[src/rtl/axi_decerr_slave_pkg.sv]
// axi_decerr_slave_pkg: DECERR constants and FSM state types for the decode-error slave
package axi_decerr_slave_pkg;
    localparam logic [1:0]  RESP_DECERR       = 2'b11;
    localparam logic [63:0] RESP_DATA_DEFAULT = 64'hDEAD_BEEF_DEAD_BEEF;
    localparam logic [31:0] ERR_CNT_MAX       = 32'hFFFF_FFFF;
    typedef enum logic [1:0] {W_IDLE, W_DATA, W_RESP} w_state_e;
    typedef enum logic {R_IDLE, R_DATA} r_state_e;
    function automatic logic [31:0] sat_add(input logic [31:0] a, input logic [1:0] b);
        logic [32:0] s;
        s = {1'b0, a} + {31'b0, b};
        return s[32] ? ERR_CNT_MAX : s[31:0];
    endfunction
endpackage

[src/rtl/axi_decerr_slave.sv]
// axi_decerr_slave: answers every AXI access with DECERR and logs the offending address
module axi_decerr_slave
    import axi_decerr_slave_pkg::*;
#(
    parameter int unsigned IdWidth   = 5,
    parameter int unsigned AddrWidth = 64,
    parameter int unsigned DataWidth = 64,
    parameter logic [DataWidth-1:0] RespData = DataWidth'(RESP_DATA_DEFAULT)
) (
    input  logic                 clk_i,
    input  logic                 rst_ni,
    input  logic                 aw_valid_i,
    output logic                 aw_ready_o,
    input  logic [IdWidth-1:0]   aw_id_i,
    input  logic [AddrWidth-1:0] aw_addr_i,
    input  logic                 w_valid_i,
    output logic                 w_ready_o,
    input  logic                 w_last_i,
    output logic                 b_valid_o,
    input  logic                 b_ready_i,
    output logic [IdWidth-1:0]   b_id_o,
    output logic [1:0]           b_resp_o,
    input  logic                 ar_valid_i,
    output logic                 ar_ready_o,
    input  logic [IdWidth-1:0]   ar_id_i,
    input  logic [AddrWidth-1:0] ar_addr_i,
    input  logic [7:0]           ar_len_i,
    output logic                 r_valid_o,
    input  logic                 r_ready_i,
    output logic [IdWidth-1:0]   r_id_o,
    output logic [DataWidth-1:0] r_data_o,
    output logic [1:0]           r_resp_o,
    output logic                 r_last_o,
    input  logic                 err_clr_i,
    output logic [31:0]          err_cnt_o,
    output logic [AddrWidth-1:0] err_addr_o,
    output logic                 err_write_o
);
    w_state_e w_state_q, w_state_d;
    r_state_e r_state_q, r_state_d;
    logic [IdWidth-1:0]   b_id_q, r_id_q;
    logic [7:0]           len_q, beat_q;
    logic [31:0]          err_cnt_q;
    logic [AddrWidth-1:0] err_addr_q;
    logic                 err_write_q;
    logic                 aw_hs, ar_hs, w_hs_last, b_hs, r_hs;
    logic [1:0]           err_inc;

    // readies depend on state only, so no valid->ready combinational path exists
    always_comb begin
        aw_ready_o = w_state_q == W_IDLE;
        w_ready_o  = w_state_q == W_DATA;
        b_valid_o  = w_state_q == W_RESP;
        b_id_o     = b_id_q;
        b_resp_o   = RESP_DECERR;
        aw_hs      = aw_ready_o && aw_valid_i;
        w_hs_last  = w_ready_o && w_valid_i && w_last_i;
        b_hs       = b_valid_o && b_ready_i;
        w_state_d  = aw_hs ? W_DATA : w_hs_last ? W_RESP : b_hs ? W_IDLE : w_state_q;
    end

    always_comb begin
        ar_ready_o = r_state_q == R_IDLE;
        r_valid_o  = r_state_q == R_DATA;
        r_id_o     = r_id_q;
        r_data_o   = RespData;
        r_resp_o   = RESP_DECERR;
        r_last_o   = r_valid_o && (beat_q == len_q);
        ar_hs      = ar_ready_o && ar_valid_i;
        r_hs       = r_valid_o && r_ready_i;
        r_state_d  = ar_hs ? R_DATA : (r_hs && r_last_o) ? R_IDLE : r_state_q;
        err_inc    = {1'b0, aw_hs} + {1'b0, ar_hs};
    end

    always_ff @(posedge clk_i or negedge rst_ni) begin
        if (!rst_ni) begin
            w_state_q   <= W_IDLE;
            r_state_q   <= R_IDLE;
            b_id_q      <= '0;
            r_id_q      <= '0;
            len_q       <= '0;
            beat_q      <= '0;
            err_cnt_q   <= '0;
            err_addr_q  <= '0;
            err_write_q <= 1'b0;
        end else begin
            w_state_q <= w_state_d;
            r_state_q <= r_state_d;
            if (aw_hs) b_id_q <= aw_id_i;
            if (ar_hs) begin
                r_id_q <= ar_id_i;
                len_q  <= ar_len_i;
            end
            beat_q    <= ar_hs ? 8'd0 : r_hs ? beat_q + 8'd1 : beat_q;
            err_cnt_q <= err_clr_i ? 32'd0 : sat_add(err_cnt_q, err_inc);
            // a write wins the log slot when both channels accept together
            if (aw_hs || ar_hs) begin
                err_addr_q  <= aw_hs ? aw_addr_i : ar_addr_i;
                err_write_q <= aw_hs;
            end
        end
    end

    assign err_cnt_o   = err_cnt_q;
    assign err_addr_o  = err_addr_q;
    assign err_write_o = err_write_q;
endmodule
[config.mk]
export PLATFORM = sky130hd
export DESIGN_NAME = axi_decerr_slave
export DESIGN_NICKNAME = d
export VERILOG_FILES = /design/src/rtl/axi_decerr_slave_pkg.sv /design/src/rtl/axi_decerr_slave.sv
export SDC_FILE = /design/constraint.sdc
export NUM_CORES = 1
export LEC_CHECK = 0
export ABC_CLOCK_PERIOD_IN_PS = 3300
export CAP_MARGIN = 15
export CORE_MARGIN = 5
export CORE_UTILIZATION = 40
export DETAILED_ROUTE_END_ITERATION = 10
export GPL_ROUTABILITY_DRIVEN = 0
export GPL_TIMING_DRIVEN = 0
export PLACE_DENSITY = 0.81
export SETUP_SLACK_MARGIN = 0.02
export SLEW_MARGIN = 20
export SYNTH_ARGS = -nofsm -noshare
export SYNTH_HDL_FRONTEND = slang
export SYNTH_SLANG_ARGS = --single-unit
[constraint.sdc]
create_clock -name clk_i -period 3.3 [get_ports clk_i]
set_input_delay 0.495 -clock clk_i [delete_from_list [all_inputs] [get_ports clk_i]]
set_output_delay 0.495 -clock clk_i [all_outputs]
set_load 0.005 [all_outputs]
==> flow_results.org <==
** Worst setup path
- CP max FO :: 18
- For the worst setup path, the data arrival time is 3380 ps.
- Critical path data required time :: 3630 ps
- CP Launch Type :: input port
- The worst setup path is captured at a flip-flop.
- R2R Setup Slk :: 300 ps
- The critical path in this run is classified as input port to flip-flop.

** Synthesis
- A synthesized cell averages 8.64 µm².
- Among all flip-flop cells after synthesis, the most frequent one is sky130_fd_sc_hd__dfrtp_1.
- Sequential elements use 49.3% of the synthesized area.
- Synthesized cell area :: 6390 µm²
- Counting distinct cell types in the post-synthesis netlist gives 44.
- The synthesized design contains 0 enable-type register cells.
- Synthesized flop and latch total :: 126
- Async set-reset flop share out of synthesis :: 100%
- For this run, the number of Yosys warnings is 0.
- Synth Instances :: 740

** Run
- Maximum capacitance violations :: 0

** Global route
- The first global-routing pass estimated 33900 µm of wire.
- The number of antenna violations at the first check in global routing is 0.
- Entering global routing, the biggest net connects 71 pins.
- Global routing used 23.6% of the available tracks across all layers.
- The via count of the first global-routing pass was 6227.
- Global route total overflow :: 0

** Detailed routing
- The detail route stage leaves a number of antenna-violating nets equal to 0.
- In this run, the number of DRC markers left after iteration 0 of detailed routing was 299.
- Drt drc :: 0
- The detailed router placed 6395 vias in this run.
- In the final routed layout, each cell accounts on average for 17.0 µm.
- The first detailed-routing pass ran for 5 iterations.
- Summed over all layers, the routed wires come to 22500 µm.
- DR vias/cell :: 4.84

** Clock network
- Max H-tree Level :: 4
- In this run the clock root is driven by a sky130_fd_sc_hd__clkbuf_16.
- The number of clock buffers added by TritonCTS is 17.
- Max Root-Sink Buffers :: 2
- Clock-pin slew was measured on the worst setup and hold paths at 60 ps.
- For the worst-skew pair, the clock arrives at the later sink with an insertion delay of 410 ps.
- The clock net in this run drives a total of 126 sinks.
- Buffers inserted to repair hold after CTS numbered 0.
- Clock tree from TritonCTS :: built

** Timing
- Clock skew on the completed layout was measured at 7.98 ps.
- The number of slew-limit violations in the final report was 0.
- Timing would allow up to 0.328 GHz.
- The routed design could run at a clock period as short as 3050 ps.
- Final worst path period share :: 92.5%
- In this run the tightest slew margin relative to its limit is 53.0%.
- For the final routed database, the setup TNS stands at 0 ps.
- Slew at the pin closest to its max-slew limit :: 705 ps
- RSZ-0062 raised after global routing :: false
- The final hold violation count was 0.
- Number of endpoints failing setup at the final stage :: 0

** Status
- The flow ran to the end, and the final reports show no timing, DRC or antenna violations.

** Floorplan
- 336 I/O pins were placed.
- Total die area :: 18600 µm²
- Height of the chip :: 136 µm
- The floorplan has 46 rows.
- For this configuration, the core starts out at a cell density of 40.5%.
- Area of the core :: 15800 µm²
- Die width :: 136 µm

** Finish
- Final net count :: 1251
- Most frequent cells in the layout :: sky130_fd_sc_hd__clkdlybuf4s50_1, sky130_fd_sc_hd__nand2_1, sky130_fd_sc_hd__dfrtp_1
- The filler cells instantiated in the layout total 1363.
- The post-route netlist has 10.6% of its cells at a drive strength greater than 1.
- Footprint of the multi-input gates :: 2810 µm²
- From synthesis to final layout, the design area changed by 59.8%.
- Antenna diode instance count :: 0
- Utilization after layout :: 64.8%
- Design area :: 10200 µm²
- Most common cell after layout, fill and taps aside :: sky130_fd_sc_hd__clkdlybuf4s50_1
- Register area :: 3150 µm²

** Placed design
- The wire-length estimate of the detail-placed layout is 17000 µm.
- Instance area after placement :: 9620 µm²
- Buffers placed on the I/O ports in this run total 267.

** Hold path
- The tightest min-delay check is of the input port to asynchronous set/reset pin type.

** Pwr
- Cell Pwr Density :: 686 nW/µm²
- VDD sags by at most 0.363 mV.
- Total power draw :: 0.00700 W
- Summed over all cells, the static leakage comes to 4.58 nW.
==> sequential cells by signal, indices dropped and copies added, names as in the netlist <==
register	cells
beat_q	8
err_addr_o	64
w_state_q	2
len_q	8
r_valid_o	1
err_cnt_o	32
err_write_o	1
r_id_o	5
b_id_o	5
==> cell type report <==
| cell class | instances | share of cell area [%] |
|---|---|---|
| flip-flops and latches | 126 | 30.9 |
| multi-input cells | 564 | 27.5 |
| well taps | 216 | 2.65 |
| clock buffers | 24 | 4.52 |
| clock inverters | 7 | 1.10 |
| repair buffers | 270 | 26.6 |
| plain buffers | 106 | 6.44 |
| inverters | 8 | 0.294 |
==> synth_stat cells, types with 5 or more instances <==
cell	count	area [µm²]
sky130_fd_sc_hd__a21oi_1	26	130
sky130_fd_sc_hd__xor2_1	26	228
sky130_fd_sc_hd__nand4_1	9	56.3
sky130_fd_sc_hd__nor3_1	5	25.0
sky130_fd_sc_hd__nand2_1	204	766
sky130_fd_sc_hd__and3_1	6	37.5
sky130_fd_sc_hd__clkbuf_1	35	131
sky130_fd_sc_hd__xnor2_1	7	61.3
sky130_fd_sc_hd__nand3_1	16	80.1
sky130_fd_sc_hd__nor2_1	76	285
sky130_fd_sc_hd__a31oi_1	70	438
sky130_fd_sc_hd__inv_1	7	26.3
sky130_fd_sc_hd__buf_4	68	510
sky130_fd_sc_hd__dfrtp_1	126	3150
==> through the flow <==
step	setup WS (ps)	instances	hold slack (ps)
2_1_floorplan	397	806	199
3_3_place_gp	-3380	1289	460
3_5_place_dp	-870	1290	455
4_1_cts	138	1319	7.47
5_1_grt	44.3	1321	9.15
6_report	248	1321	0.0360
==> routing by layer <==
layer	vias to the layer above	wire [µm]	part of all wire (%)	GRT usage [%]
met1	3048	8680	39	27.1
met4	0	421	1.9	6.83
met5	-	0	0	0
li1	3063	-	-	-
met2	258	11300	50	40.8
met3	26	2110	9.4	9.51
==> power by group <==
part	internal [W]	total [W]	switching, W
combinational	0.00150	0.00268	0.00118
sequential	0.00212	0.00246	0.000340
clock	0.00120	0.00187	0.000666
total	0.00482	0.00700	0.00219
==> cell families (layout without fill, tap and decap cells) <==
logic type      after synthesis  in the layout  share of synthesized area [%]
flops                       126            126                           49.3
simple gates                346            346                           23.4
mux                           2              2                          0.313
other cells                   2             68                          0.117
buf+inv                     116            415                           10.9
xor+xnor                     33             33                           4.52
compound gates              112            112                           10.8
fa+ha+maj                     3              3                          0.587
==> worst max-delay path, cell delays in order <==
cell and delay, ps:
sky130_fd_sc_hd__clkdlybuf4s50_1 480, sky130_fd_sc_hd__nand2_1 110, sky130_fd_sc_hd__inv_2 320, sky130_fd_sc_hd__ha_1 240, sky130_fd_sc_hd__or2_2 110, sky130_fd_sc_hd__ha_1 230, sky130_fd_sc_hd__nand2_1 150, sky130_fd_sc_hd__nor4_4 360
sky130_fd_sc_hd__nand3_1 170, sky130_fd_sc_hd__nand2b_1 170, sky130_fd_sc_hd__buf_2 180, sky130_fd_sc_hd__buf_2 200, sky130_fd_sc_hd__a21oi_1 160
==> path summary, 6_finish.rpt <==
path,from,endpoint,depth (start not counted)
worst max-delay path,ar_valid_i,err_cnt_o[11]$_DFF_PN0_,13
worst min-delay path,rst_ni,err_addr_o[47]$_DFFE_PN0P_,1
worst max register to register,r_valid_o$_DFFE_PN0P_,err_cnt_o[11]$_DFF_PN0_,13
worst min register to register,b_id_o[4]$_DFFE_PN0P_,b_id_o[4]$_DFFE_PN0P_,2
max in group asynchronous,rst_ni,err_addr_o[9]$_DFFE_PN0P_,2
min in group clk_i,b_id_o[4]$_DFFE_PN0P_,b_id_o[4]$_DFFE_PN0P_,2
==> what timing repair did <==
item / in CTS / in global routing
endpoints found under the setup margin: 32 / 23
pin swaps: 0 / 1
setup buffers: 0 / 2
resized for setup: 2 / 2
(Power assumes the default switching activity.)
